## config.mk

```make
export PLATFORM = sky130hd
export DESIGN_NAME = usb_tok_tx_sched
export DESIGN_NICKNAME = d
export VERILOG_FILES = /design/src/rtl/usb_pkg.sv /design/src/rtl/tx_rr_arb2.sv /design/src/rtl/usb_tok_tx_sched.sv
export SDC_FILE = /design/constraint.sdc
export NUM_CORES = 1
export LEC_CHECK = 0
export ABC_AREA = 0
export ABC_CLOCK_PERIOD_IN_PS = 4700
export BUFFER_PORTS_ARGS = -buffer_cell sky130_fd_sc_hd__buf_4
export CORE_MARGIN = 4
export CORE_UTILIZATION = 57
export DETAILED_ROUTE_END_ITERATION = 7
export PLACE_DENSITY_LB_ADDON = 0.25
export SLEW_MARGIN = 10
export SYNTH_ARGS = -nofsm -noshare
export SYNTH_HDL_FRONTEND = slang
export SYNTH_SLANG_ARGS = --single-unit
```

## constraint.sdc

```tcl
create_clock -name clock -period 4.7 [get_ports clock]
set_input_delay 0.235 -clock clock [delete_from_list [all_inputs] [get_ports clock]]
set_output_delay 0.235 -clock clock [all_outputs]
set_load 0.01 [all_outputs]
```

## src/rtl/usb_pkg.sv

```systemverilog
// Token-path definitions shared by the USB transmit scheduler and its arbiter.
// Includes the PID encodings, the packet geometry and the token image builder.
package usb_pkg;

  localparam int PKT_W             = 100;
  localparam int TOKEN_PRE_CRC_LEN = 19;

  typedef enum logic [3:0] {
    PID_OUT   = 4'b0001,
    PID_IN    = 4'b1001,
    PID_SOF   = 4'b0101,
    PID_SETUP = 4'b1101,
    PID_DATA0 = 4'b0011,
    PID_DATA1 = 4'b1011,
    PID_ACK   = 4'b0010,
    PID_NAK   = 4'b1010,
    PID_STALL = 4'b1110
  } pid_t;

  typedef enum logic [1:0] {
    ST_IDLE = 2'd0,
    ST_LOAD = 2'd1,
    ST_SEND = 2'd2,
    ST_GAP  = 2'd3
  } sched_state_t;

  function automatic logic is_token_pid(input logic [3:0] pid);
    case (pid)
      PID_OUT, PID_IN, PID_SOF, PID_SETUP: return 1'b1;
      default:                             return 1'b0;
    endcase
  endfunction

  // LSB-first image: PID, its complement check nibble, address, endpoint.
  function automatic logic [PKT_W-1:0] build_token(input logic [3:0] pid,
                                                   input logic [6:0] addr,
                                                   input logic [3:0] endp);
    logic [PKT_W-1:0] img;
    img        = '0;
    img[3:0]   = pid;
    img[7:4]   = ~pid;
    img[14:8]  = addr;
    img[18:15] = endp;
    return img;
  endfunction

endpackage

```

## src/rtl/tx_rr_arb2.sv

```systemverilog
// Combinational two-way round-robin pick; the caller owns the rr_ptr register.
module tx_rr_arb2 (
  input  logic [1:0] req,
  input  logic       rr_ptr,
  output logic       winner,
  output logic       valid
);

  always_comb begin
    valid  = |req;
    winner = 1'b0;
    case (req)
      2'b01:   winner = 1'b0;
      2'b10:   winner = 1'b1;
      2'b11:   winner = rr_ptr;
      default: winner = 1'b0;
    endcase
  end

endmodule

```

## src/rtl/usb_tok_tx_sched.sv

```systemverilog
// Token transmit scheduler: round-robin arbitration between two requesters,
// token image assembly, CRC load strobe and SEND/timeout/gap sequencing.
module usb_tok_tx_sched
  import usb_pkg::*;
#(
  parameter int TIMEOUT = 1024,
  parameter int IPG     = 16
) (
  input  logic             clock,
  input  logic             reset_n,
  input  logic [1:0]       req,
  input  logic [7:0]       req_pid,
  input  logic [13:0]      req_addr,
  input  logic [7:0]       req_endp,
  input  logic             tx_done,
  output logic [1:0]       gnt,
  output logic [1:0]       done,
  output logic [1:0]       err,
  output logic             pkt_ready,
  output logic [PKT_W-1:0] pkt_in,
  output logic [31:0]      pkt_len,
  output logic             busy,
  output logic [1:0]       state_dbg
);

  // Handshake: req[i] is a level held by requester i until it sees done[i] or
  // err[i]; gnt[i] marks ownership from acceptance until SEND is left; done/err
  // are single-cycle pulses and at most one bit of each is ever set.

  localparam logic [31:0] TIMEOUT_V = 32'(TIMEOUT);
  localparam logic [31:0] IPG_LAST  = 32'(IPG - 1);

  sched_state_t     state, state_d;
  logic             rr_ptr, rr_d;
  logic             owner, owner_d;
  logic [31:0]      timer, timer_d;
  logic [31:0]      gap_cnt, gap_d;
  logic [1:0]       gnt_d, done_d, err_d;
  logic             pkt_ready_d, busy_d;
  logic [PKT_W-1:0] pkt_in_d;
  logic [31:0]      pkt_len_d;

  logic             arb_winner, arb_valid;
  logic [3:0]       sel_pid;
  logic [6:0]       sel_addr;
  logic [3:0]       sel_endp;
  logic [1:0]       win_oh, owner_oh;

  tx_rr_arb2 u_arb (
    .req    (req),
    .rr_ptr (rr_ptr),
    .winner (arb_winner),
    .valid  (arb_valid)
  );

  assign sel_pid   = arb_winner ? req_pid[7:4]   : req_pid[3:0];
  assign sel_addr  = arb_winner ? req_addr[13:7] : req_addr[6:0];
  assign sel_endp  = arb_winner ? req_endp[7:4]  : req_endp[3:0];
  assign win_oh    = arb_winner ? 2'b10 : 2'b01;
  assign owner_oh  = owner ? 2'b10 : 2'b01;
  assign state_dbg = state;

  always_comb begin
    state_d     = state;
    rr_d        = rr_ptr;
    owner_d     = owner;
    timer_d     = timer;
    gap_d       = gap_cnt;
    gnt_d       = gnt;
    done_d      = 2'b00;
    err_d       = 2'b00;
    pkt_ready_d = 1'b0;
    pkt_in_d    = pkt_in;
    pkt_len_d   = pkt_len;

    case (state)
      ST_IDLE: begin
        if (arb_valid) begin
          if (is_token_pid(sel_pid)) begin
            owner_d     = arb_winner;
            gnt_d       = win_oh;
            pkt_in_d    = build_token(sel_pid, sel_addr, sel_endp);
            pkt_len_d   = 32'(TOKEN_PRE_CRC_LEN);
            pkt_ready_d = 1'b1;
            state_d     = ST_LOAD;
          end else begin
            // Rejected requester yields priority just as after a served packet.
            err_d = win_oh;
            rr_d  = ~arb_winner;
          end
        end
      end
      ST_LOAD: begin
        timer_d = 32'd1;
        state_d = ST_SEND;
      end
      ST_SEND: begin
        if (tx_done || timer == TIMEOUT_V) begin
          if (tx_done) done_d = owner_oh;
          else         err_d  = owner_oh;
          gnt_d   = 2'b00;
          rr_d    = ~owner;
          gap_d   = 32'd0;
          state_d = ST_GAP;
        end else if (timer != '1) begin
          timer_d = timer + 32'd1;
        end
      end
      ST_GAP: begin
        if (gap_cnt == IPG_LAST) state_d = ST_IDLE;
        else                     gap_d   = gap_cnt + 32'd1;
      end
      default: state_d = ST_IDLE;
    endcase

    busy_d = (state_d != ST_IDLE);
  end

  always_ff @(posedge clock or negedge reset_n) begin
    if (!reset_n) begin
      state     <= ST_IDLE;
      rr_ptr    <= 1'b0;
      owner     <= 1'b0;
      timer     <= '0;
      gap_cnt   <= '0;
      gnt       <= '0;
      done      <= '0;
      err       <= '0;
      pkt_ready <= 1'b0;
      pkt_in    <= '0;
      pkt_len   <= '0;
      busy      <= 1'b0;
    end else begin
      state     <= state_d;
      rr_ptr    <= rr_d;
      owner     <= owner_d;
      timer     <= timer_d;
      gap_cnt   <= gap_d;
      gnt       <= gnt_d;
      done      <= done_d;
      err       <= err_d;
      pkt_ready <= pkt_ready_d;
      pkt_in    <= pkt_in_d;
      pkt_len   <= pkt_len_d;
      busy      <= busy_d;
    end
  end

endmodule

```

Word-level counts from Yosys, hierarchy flattened
Cells that the tools add are included.

Eq/ne operators: 19. Multiplexer cells: 39. Add/sub/neg operators: 2. Bitwise gates (word level): 3. Reduce and logical (&&, ||, !) cells: 13.

Operators by type and width (number): 32-bit two-way mux (4); 32-bit one-hot mux with 2 select lines (2); 32-bit by 1-bit adder with 32-bit output, second input constant (2); 32-bit by 11-bit == test with 1-bit output, second input constant (1); 32-bit by 4-bit == test with 1-bit output, second input constant (1); 2-bit two-way mux (16); 32-bit != test, second input constant (1); 2-bit != test, second input constant (7); 1-bit two-way mux (9); 3-bit AND reduction (3); 2-bit == test, second input constant (4); 4-bit == test, second input constant (2); 4-bit two-way mux (2); 2-bit one-hot mux with 2 select lines (2); 2-bit one-hot mux with 4 select lines (1); 4-bit AND reduction (2); 2-bit nonzero test (4); 7-bit two-way mux (1); 4-bit by 1-bit == test with 1-bit output, second input constant (1); 4-bit by 3-bit == test with 1-bit output, second input constant (1); 4-bit inverter (1); 1-bit one-hot mux with 2 select lines (2); 4-bit OR reduction (1); 2-bit by 1-bit == test with 1-bit output, second input constant (1); 4 further kinds (5).

Bits in registers: 96. Word-level logic and storage cells: 88. Bits of input ports: 35. Output and inout bits: 142.

Depth between registers and ports, before layout
Gate-level depths: netlist of the first run.

Depth after elaboration: 12. Gate-level depth with buffers: 10. Gate-level depth less buffers: 8.

Cells and area by module
From an unflattened synthesis of the first run, not the netlist that was laid out.

Cell total of the unflattened synthesis: 661. Area total of the unflattened synthesis: 6003.3 µm².

Modules (own cells, without submodules): usb_tok_tx_sched (times used 1, cells an instance 658, area each 5985.7 µm², sequential area each 2402.3 µm²); tx_rr_arb2 (times used 1, cells an instance 3, area each 17.5 µm², sequential area each 0.0 µm²).

Worst setup path before layout of the first run
No wires, ideal clock.

Kind: register -> register. Start: reg timer[0]. End: reg timer[22]. Setup slack: 2459 ps. Setup time: 122 ps. Arrival time: 2120 ps. Buffers on the path: 1. Period minus slack after synthesis: 2241 ps. Data required time: 4578 ps. Cell stages (with the launch flop): 9. Cells stage by stage: dfrtp_1 > ha_1 > and3_1 > nand3_1 > nor3_1 > a21o_1 > buf_6 > or4_1 > a32o_1.

Cells in the longest elaborated chain, start to end: 4. Elaborated cells on any way between the ends: 10. Classes of those cells: 1 x add/sub; 4 x eq/ne; 3 x mux; 2 x reduce/logical.

RTL lines: start, declared (RTL line usb_tok_tx_sched.sv:36) `logic [31:0] timer, timer_d;`; start signal, assigned (RTL line usb_tok_tx_sched.sv:137) `timer <= timer_d;`; 32-bit by 1-bit adder with 32-bit output or 32-bit by 11-bit == test with 1-bit output (tied branches) (RTL line usb_tok_tx_sched.sv:106, usb_tok_tx_sched.sv:98); 32-bit two-way mux or 1-bit logical OR (tied branches) (RTL line usb_tok_tx_sched.sv:105, usb_tok_tx_sched.sv:98); 32-bit two-way mux or 2-bit != test (tied branches); 32-bit one-hot mux with 2 select lines or 3-bit AND reduction (tied branches).

Parallel ways exist; a longest one is shown, timed or not. The select of a mux whose other input is x is not followed. A chain may end at the register's enable or synchronous reset.

Worst setup path in the final report of the first run
Start: reg timer[0]. End: reg timer[2].

Same word-level chain as after synthesis.

==> results of run 1 <==
where the power goes:
| part | switching, W | internal (W) |
|---|---|---|
| combinational | 0.000408 | 0.000226 |
| sequential | 0.000133 | 0.000917 |
| clock | 0.000311 | 0.000252 |
| total | 0.000852 | 0.00139 |
timing repair:
action | CTS | global route
resized for setup | 0 | 0
hold endpoints to repair | 30 | 0
hold buffers | 1 | 0
routing by layer:
metal	routed length, um	up-vias
li1	-	2342
met1	5920	2421
met2	7000	297
met3	1300	33
met4	370	0
met5	0	-
cell families (layout without fill, tap and decap cells):
kind of cell	after synthesis	in the layout	share of synthesized area, %
flip-flops	96	96	39.0
AND/OR/NAND/NOR	278	278	23.5
other	1	110	0.0609
multiplexers	19	19	3.09
adder cells (fa/ha/maj)	3	3	0.610
buffers and inverters	156	102	17.2
XOR/XNOR	30	30	4.27
AO/OA/AOI/OAI	107	107	12.3
worst max-delay path by stage:
stage	start	to	slack [ps]	cells after the start
2_1_floorplan	timer[0]$_DFFE_PN0P_	timer[22]$_DFFE_PN0P_	2460	8
4_1_cts	timer[0]$_DFFE_PN0P_	timer[2]$_DFFE_PN0P_	1790	7
3_5_place_dp	timer[0]$_DFFE_PN0P_	timer[2]$_DFFE_PN0P_	1830	7
3_3_place_gp	timer[0]$_DFFE_PN0P_	timer[2]$_DFFE_PN0P_	1960	7
5_1_grt	timer[0]$_DFFE_PN0P_	timer[2]$_DFFE_PN0P_	1570	7
6_report	timer[0]$_DFFE_PN0P_	timer[2]$_DFFE_PN0P_	1670	7
synthesized netlist by cell type (10+ instances only):
cell | count | share of area (%)
buf_4 | 117 | 14
dfrtp_1 | 96 | 39
nor2_1 | 67 | 4.1
nand2_1 | 53 | 3.2
nand3_1 | 33 | 2.7
nand4_1 | 30 | 3.0
xor2_1 | 26 | 3.7
o21ai_0 | 25 | 2.0
a21oi_1 | 22 | 1.8
mux2i_1 | 19 | 3.1
nor4_1 | 18 | 1.8
clkbuf_1 | 15 | 0.91
nor3_1 | 13 | 1.1
and2_1 | 12 | 1.2
and3_1 | 12 | 1.2
o311ai_0 | 10 | 1.4
cell type report:
class	instances	area, um2
fill	901	3940
multi-input combinational	547	3110
sequential	96	2400
timing repair buffer	75	566
tap	136	170
clock buffer	11	131
clock inverter	5	63.8
inverter	11	41.3
through the flow:
step / hold WS (ps) / setup slack [ps] / power (W) / area (um2)
after floorplan: -60.6 / 2460 / 0.00156 / 6570
after global placement: 184 / 1960 / 0.00166 / 6270
after detailed placement: 191 / 1830 / 0.00168 / 6270
after CTS: 90.5 / 1790 / 0.00224 / 6480
after global routing: 113 / 1570 / 0.00237 / 6480
final: 122 / 1670 / 0.00225 / 6480
worst max-delay path, delay by kind of cell (launching register included):
| family | cells | cell delay, ps |
|---|---|---|
| flops | 1 | 490 |
| compound gates | 2 | 880 |
| fa+ha+maj | 1 | 230 |
| simple gates | 4 | 1340 |
state kept, by name, summed over array words and instances (netlist names):
register   flops
gnt            2
timer         32
gap_cnt       32
err            2
rr_ptr         1
pkt_in        19
done           2
pkt_ready      1
owner          1
pkt_len        1
busy           1
state_dbg      2
==> results.toml, run 1 <==
[global_route]
grt_usage_pct = 22.9
grt_busiest_layer = "met2"
grt_overflow = 0
grt_max_degree = 67
grt_pass1_vias = 4693
grt_antenna_before_repair = 0
use_met3_pct = 4.18
use_met1_pct = 30.8
grt_pass1_wl_mm = 23.8
use_met2_pct = 36.6

[timing]
period_share_pct = 64.5
fin_tns_setup_ps = 0
finalSetupViolCount = 0
tightest_slew_ps = 926
period_needed_ps = 3030
fmax_ghz = 0.330
maxSlewHeadroom_pct = 36.7
rsz0062_at_grt = "no"
report.final.slew_viol_count = 0
clock_skew_ps = 7.91
hold_viol_final = 0

[routing]
routed_wl_mm = 14.6
viasPerCell = 5.78
drt-wirelength-per-cell_um = 16.6
drc = 0
vias = 5093
drt-initial-drc-count = 587
ant_nets = 0
dr.pass1.iters = 8

[final_layout]
antenna_cells = 0
fin_nets = 778
syn2layout_area_growth_pct = 5.24
final_core_util_pct = 62.2
layout_commonest_cell = "conb_1"
drive_gt1_share_pct = 14.2
stdcell_count = 881
layout_common_cells = "conb_1, dfrtp_1, buf_4"

[critical_path]
crit_chain = "ha_1, and3_1, nand3_1, nor3_1, a21o_1, nor2_1, a211oi_1"
r2r_start = "timer[0]$_DFFE_PN0P_"
cp.arrival_ps = 3310
cp-end-kind = "register"
critPathLaunchType = "register"
critPathSlowestCell = "nor3_1"
crit_type = "register to register"
r2r_cells = 7
path_max_fanout = 19
r2r-end = "timer[2]$_DFFE_PN0P_"
crit_required_ps = 4980
rrSetupSlack_ps = 1670
max_stage_delay_ps = 700

[yosys]
avgSynthCellArea_um2 = 8.92
syn-cell-area_um2 = 6160
syn_inst = 690
synth.distinct_cells = 62
ys_async_sr_fraction_pct = 100
yosysWarnings = 0
seq_area_frac_synth_pct = 39.0
synth-seq-cells = 96
synthFlopType = "dfrtp_1"
synth_edf_count = 0

[die]
die_y_um = 112
core_um2 = 10400
die_area_um2 = 12500
io_pins = 177
rows = 37
start_util_pct = 59.1
die_w_um = 112

[hold_path]
hold_end = "timer[16]$_DFFE_PN0P_"
min_path_type = "input port to register"
min_from = "tx_done"
whs_path_depth = 2

[power]
p_leak_nw = 3.10
power_density_nw_per_um2 = 347
ir_worst_vdd_mv = 0.221

[clock_network]
cts_setup_buffers = 0
clk_pin_slew_ps = 90
insertion_delay_ps = 380
cts_made_buffers = 9
cts_tree = "built"
htree_levels = 3
cts_buffer_depth = 2
cts-root-buf = "clkbuf_8"
clock_sinks = 96

[placed_design]
gp_congestion = 0.926
hpwl_mm = 10.2
placed_cells_incl_taps = 864
port_buffers = 66

[outcome]
status = "complete, no violations"

[flow_run]
maxCapViolCount = 0
Power figures use the tool's default switching activity.
==> run 2, diff against run 1 <==
--- a/config.mk
+++ b/config.mk
@@ -5,11 +5,11 @@
 export SDC_FILE = /design/constraint.sdc
 export NUM_CORES = 1
 export LEC_CHECK = 0
-export ABC_AREA = 0
-export ABC_CLOCK_PERIOD_IN_PS = 4700
+export ABC_AREA = 1
+export ABC_CLOCK_PERIOD_IN_PS = 2800
 export BUFFER_PORTS_ARGS = -buffer_cell sky130_fd_sc_hd__buf_4
 export CORE_MARGIN = 4
-export CORE_UTILIZATION = 57
+export CORE_UTILIZATION = 55
 export DETAILED_ROUTE_END_ITERATION = 7
 export PLACE_DENSITY_LB_ADDON = 0.25
 export SLEW_MARGIN = 10
==> constraint.sdc (replaced) <==
create_clock -name clock -period 2.8 [get_ports clock]
set_input_delay 0.14 -clock clock [delete_from_list [all_inputs] [get_ports clock]]
set_output_delay 0.14 -clock clock [all_outputs]
set_load 0.01 [all_outputs]
==> results.toml, run 2 <==
[outcome]
status = "complete, no violations"

[yosys]
synth_edf_count = 0
synth_commonest_cells = "nand2_1, nor2_1, nand3_1"
ys_async_sr_fraction_pct = 100
yosysWarnings = 0
avgSynthCellArea_um2 = 6.60
syn_inst = 1064
yosysTopAreaCell = "dfrtp_1"
seq_area_frac_synth_pct = 34.2
synth_area_leaders = "dfrtp_1, nand2_1, buf_4, nand3_1, nor2_1"
syn-cell-area_um2 = 7020
synthFlopType = "dfrtp_1"
synth-seq-cells = 96
synth.distinct_cells = 29
synth_top_area_share_pct = 34.2
yosysMostFrequentCell = "nand2_1"

[power]
power_density_nw_per_um2 = 572
p_leak_nw = 3.83
ir_worst_vdd_mv = 0.508
total_power_w = 0.00430

[hold_path]
min_from = "req_addr[4]"
whs_path_depth = 3
min_path_type = "input port to register"

[die]
start_util_pct = 55.8
core_um2 = 12600
io_pins = 177
rows = 41
die_w_um = 121
die_y_um = 121
die_area_um2 = 14600

[global_route]
grt_pass1_vias = 5556
grt_antenna_before_repair = 0
grt_overflow = 0
grt_max_degree = 77
grt_pass1_wl_mm = 27.1
grt_usage_pct = 22.9

[routing]
drt-wirelength-per-cell_um = 13.1
drt-initial-drc-count = 336
dr.pass1.iters = 5
viasPerCell = 4.86
drc = 0
ant_nets = 0
vias = 6305
routed_wl_mm = 16.9

[timing]
hold_viol_final = 0
finalSetupViolCount = 0
tightest_slew_ps = 979
fmax_ghz = 0.404
maxSlewHeadroom_pct = 34.8
clock_skew_ps = 8.22
period_share_pct = 88.4
report.final.slew_viol_count = 0
rsz0062_at_grt = "no"
fin_tns_setup_ps = 0
period_needed_ps = 2480

[clock_network]
clk_pin_slew_ps = 70
cts_setup_buffers = 0
clock_sinks = 96
insertion_delay_ps = 350
cts_buffer_depth = 2
htree_levels = 3
cts_made_buffers = 9
cts-root-buf = "clkbuf_16"
cts_tree = "built"

[critical_path]
startpoint = "timer[0]$_DFFE_PN0P_"
cp.arrival_ps = 2720
r2r_cells = 11
crit_required_ps = 3050
crit_chain = "ha_1, nand3_1, inv_2, nand2_1, nor2_1, nand3b_1, nand2_1, inv_2, nand2_4, nand2_1, nand2_1"
worst_path_dominant_cell_family = "simple AND/OR/NAND/NOR gates"
critPathSlowestCell = "inv_2"
crit_type = "register to register"
worst-path-buf-inv = 2
cp.depth = 11
cp-end-kind = "register"
path_max_fanout = 33
max_stage_delay_ps = 470
critPathLaunchType = "register"
crit_top_cell = "nand2_1"
r2r_start = "timer[0]$_DFFE_PN0P_"

[final_layout]
fin_nets = 1159
multiInputGateArea_um2 = 3680
drive_gt1_share_pct = 10.4
fillers = 1258
antenna_cells = 0
syn2layout_area_growth_pct = 7.09
largestRegisters = "gap_cnt: 32 flops, timer: 32 flops, pkt_in: 19 flops"
layout_commonest_cell = "nand2_1"
ff_latch_area_um2 = 2400
layout_common_cells = "nand2_1, nor2_1, nand3_1"

[placed_design]
hpwl_mm = 12.7
gp_congestion = 0.966
port_buffers = 66

[flow_run]
maxCapViolCount = 0
-- run 2: where the power goes --
group          internal [W]  total [W]  switching [W]
Clock              0.000746    0.00130       0.000553
Sequential          0.00162    0.00193       0.000307
Combinational      0.000362    0.00107       0.000711
Total               0.00273    0.00430        0.00157
-- run 2: tightest hold or removal path, stage by stage --
cell	delay, ps
buf_4	80
o211ai_1	80
nand2_1	60
-- run 2: stage by stage --
step | std cells | cell area [um2] | utilization (%) | hold slack, ps | setup slack, ps
2_1_floorplan | 1173 | 7430 | - | -156 | 998
6_report | 1298 | 7520 | 59.8 | 35.3 | 324
3_3_place_gp | 1281 | 7190 | 57.2 | 355 | 415
4_1_cts | 1298 | 7520 | 59.8 | 28.8 | 334
3_5_place_dp | 1281 | 7190 | 57.2 | 363 | 339
5_1_grt | 1298 | 7520 | 59.8 | 39.8 | 100
-- run 2: cell families (layout without fill, tap and decap cells) --
| group | Yosys count | after routing | share of synthesized area, % |
|---|---|---|---|
| adder cells (fa/ha/maj) | 3 | 3 | 0.535 |
| other | 1 | 110 | 0.0534 |
| XOR/XNOR | 15 | 15 | 1.87 |
| flip-flops | 96 | 96 | 34.2 |
| buffers and inverters | 225 | 178 | 19.2 |
| AO/OA/AOI/OAI | 31 | 31 | 2.98 |
| AND/OR/NAND/NOR | 693 | 693 | 41.2 |
-- run 2: area by class of cell --
cell class / instances / area share [%]
inverters: 84 / 4.19
clock buffers: 11 / 3.36
repair buffers: 78 / 7.82
flip-flops and latches: 96 / 32.0
clock inverters: 5 / 0.832
well taps: 172 / 2.86
multi-input cells: 852 / 49.0
-- run 2: per-layer routing --
metal | part of all wire, % | GRT usage (%) | vias up
met5 | 0 | 0 | -
met4 | 2.1 | 6.94 | 0
met3 | 4.5 | 4.80 | 27
met2 | 50 | 37.5 | 156
met1 | 44 | 30.6 | 2892
li1 | - | - | 3230
-- run 2: worst paths after layout --
check,slack (ps),to
min in group asynchronous,490,timer[19]$_DFFE_PN0P_
hold reg to reg,470,pkt_in[5]$_DFFE_PN0P_
hold / removal,40,pkt_in[12]$_DFFE_PN0P_
setup reg to reg,320,timer[15]$_DFFE_PN0P_
max in group asynchronous,1560,rr_ptr$_DFFE_PN0P_
setup / recovery,320,timer[15]$_DFFE_PN0P_
-- run 2: repair_timing --
action                     4_1_cts  5_1_grt
gates resized for setup          0        0
hold endpoints to repair        56        0
hold buffers                     1        0
setup endpoints to repair        0        0
==> run 3, diff against run 2 <==
--- a/config.mk
+++ b/config.mk
@@ -11,6 +11,7 @@
 export CORE_MARGIN = 4
 export CORE_UTILIZATION = 55
 export DETAILED_ROUTE_END_ITERATION = 7
+export HOLD_SLACK_MARGIN = 0.08
 export PLACE_DENSITY_LB_ADDON = 0.25
 export SLEW_MARGIN = 10
 export SYNTH_ARGS = -nofsm -noshare
==> results.toml, run 3 (synthesized netlist as in run 2, its figures left out) <==
[placed_design]
placed_cells_incl_taps = 1281
hpwl_mm = 12.7
port_buffers = 66
gp_congestion = 0.966
post_dp_cell_area_um2 = 7190

[timing]
fin_tns_setup_ps = 0
hold_viol_final = 0
report.final.slew_viol_count = 0
period_share_pct = 88.8
period_needed_ps = 2490
rsz0062_at_grt = "no"
finalSetupViolCount = 0
maxSlewHeadroom_pct = 34.6
tightest_slew_ps = 981
clock_skew_ps = 9.29
holdWs_ps = 115
fmax_ghz = 0.402

[critical_path]
r2r_cells = 11
crit_top_cell = "nand2_1"
critPathSlowestCell = "inv_2"
cp-end-kind = "register"
path_max_fanout = 33
max_stage_delay_ps = 470
crit_required_ps = 3050
crit_chain = "ha_1, nand3_1, inv_2, nand2_1, nor2_1, nand3b_1, nand2_1, inv_2, nand2_4, nand2_1, nand2_1"
cp.arrival_ps = 2740
critPathLaunchType = "register"
crit_type = "register to register"
rrSetupSlack_ps = 310
r2r_start = "timer[0]$_DFFE_PN0P_"
r2r-end = "timer[25]$_DFFE_PN0P_"
startpoint = "timer[0]$_DFFE_PN0P_"
endpoint = "timer[25]$_DFFE_PN0P_"

[routing]
ant_nets = 0
viasPerCell = 4.88
drt-initial-drc-count = 402
drc = 0
dr.pass1.iters = 6
vias = 6394
routed_wl_mm = 17.2
drt-wirelength-per-cell_um = 13.1

[die]
die_w_um = 121
io_pins = 177
core_um2 = 12600
die_y_um = 121
start_util_pct = 55.8
die_area_um2 = 14600
rows = 41

[clock_network]
cts_tree = "built"
insertion_delay_ps = 360
clk_pin_slew_ps = 70
cts-root-buf = "clkbuf_16"
htree_levels = 3
cts_resized = 0
cts_made_buffers = 9
cts_buffer_depth = 2
clock_sinks = 96

[final_layout]
fin_nets = 1171
layout_common_cells = "nand2_1, nor2_1, nand3_1"
drive_gt1_share_pct = 10.3
antenna_cells = 0
largestRegisters = "gap_cnt: 32 flops, timer: 32 flops, pkt_in: 19 flops"
layout_commonest_cell = "nand2_1"
stdcell_area_um2 = 7640
syn2layout_area_growth_pct = 8.81
stdcell_count = 1310

[outcome]
status = "complete, no violations"

[global_route]
grt_overflow = 0
grt_pass1_wl_mm = 27.5
grt_pass1_vias = 5681
grt_max_degree = 77
grt_antenna_before_repair = 0
grt_usage_pct = 23.2

[hold_path]
min_path_type = "input port to register"

[power]
ir_worst_vdd_mv = 0.511
p_leak_nw = 3.88
power_density_nw_per_um2 = 566

[flow_run]
maxCapViolCount = 0
## run 3: how the worst min path moves through the flow
stage,from,cells after the start,slack (ps),end
2_1_floorplan,reset_n,0,-160,busy$_DFF_PN0_
3_3_place_gp,reset_n,1,350,timer[7]$_DFFE_PN0P_
3_5_place_dp,reset_n,1,360,timer[6]$_DFFE_PN0P_
4_1_cts,req_addr[11],4,110,pkt_in[12]$_DFFE_PN0P_
5_1_grt,req_addr[13],4,130,pkt_in[14]$_DFFE_PN0P_
6_report,req_addr[11],4,110,pkt_in[12]$_DFFE_PN0P_
## run 3: timing repair
item                                    in CTS  in global routing
hold endpoints to repair                    87                  0
setup buffers                                0                  0
hold buffers                                13                  0
endpoints found under the setup margin       0                  0
## run 3: power breakdown
part           switching (W)  leakage, nW  internal, W
sequential          0.000308         1.29      0.00162
combinational       0.000719         2.44     0.000373
clock               0.000559        0.148     0.000746
## run 3: final cells by class
| class | instances | area, um2 |
|---|---|---|
| fill | 1246 | 4930 |
| multi-input combinational | 852 | 3680 |
| sequential | 96 | 2400 |
| timing repair buffer | 90 | 708 |
| inverter | 84 | 315 |
| clock buffer | 11 | 253 |
| tap | 172 | 215 |
| clock inverter | 5 | 62.6 |
## run 3: critical path, delay by kind of cell, from the launching register on
family | cells | cell delay, ps
AND/OR/NAND/NOR | 8 | 1110
flip-flops | 1 | 460
buffers and inverters | 2 | 540
adder cells (fa/ha/maj) | 1 | 260
## run 3: metal layers
layer  GRT usage (%)  up-vias  share of wire (%)  wire length (um)
li1                -     3251                  -                 -
met2            38.1      180                 50              8540
met4            7.72        0                2.6               449
met1            30.7     2929                 43              7400
met3            4.80       34                4.7               812
met5               0        -                  0                 0
## run 3: stage by stage
stage          total power (W)  utilization, %  worst slack (ps)
6_report               0.00433            60.8               315
3_3_place_gp           0.00298            57.2               415
4_1_cts                0.00433            60.8               334
3_5_place_dp           0.00300            57.2               339
5_1_grt                0.00462            60.8               100
2_1_floorplan          0.00281               -               998
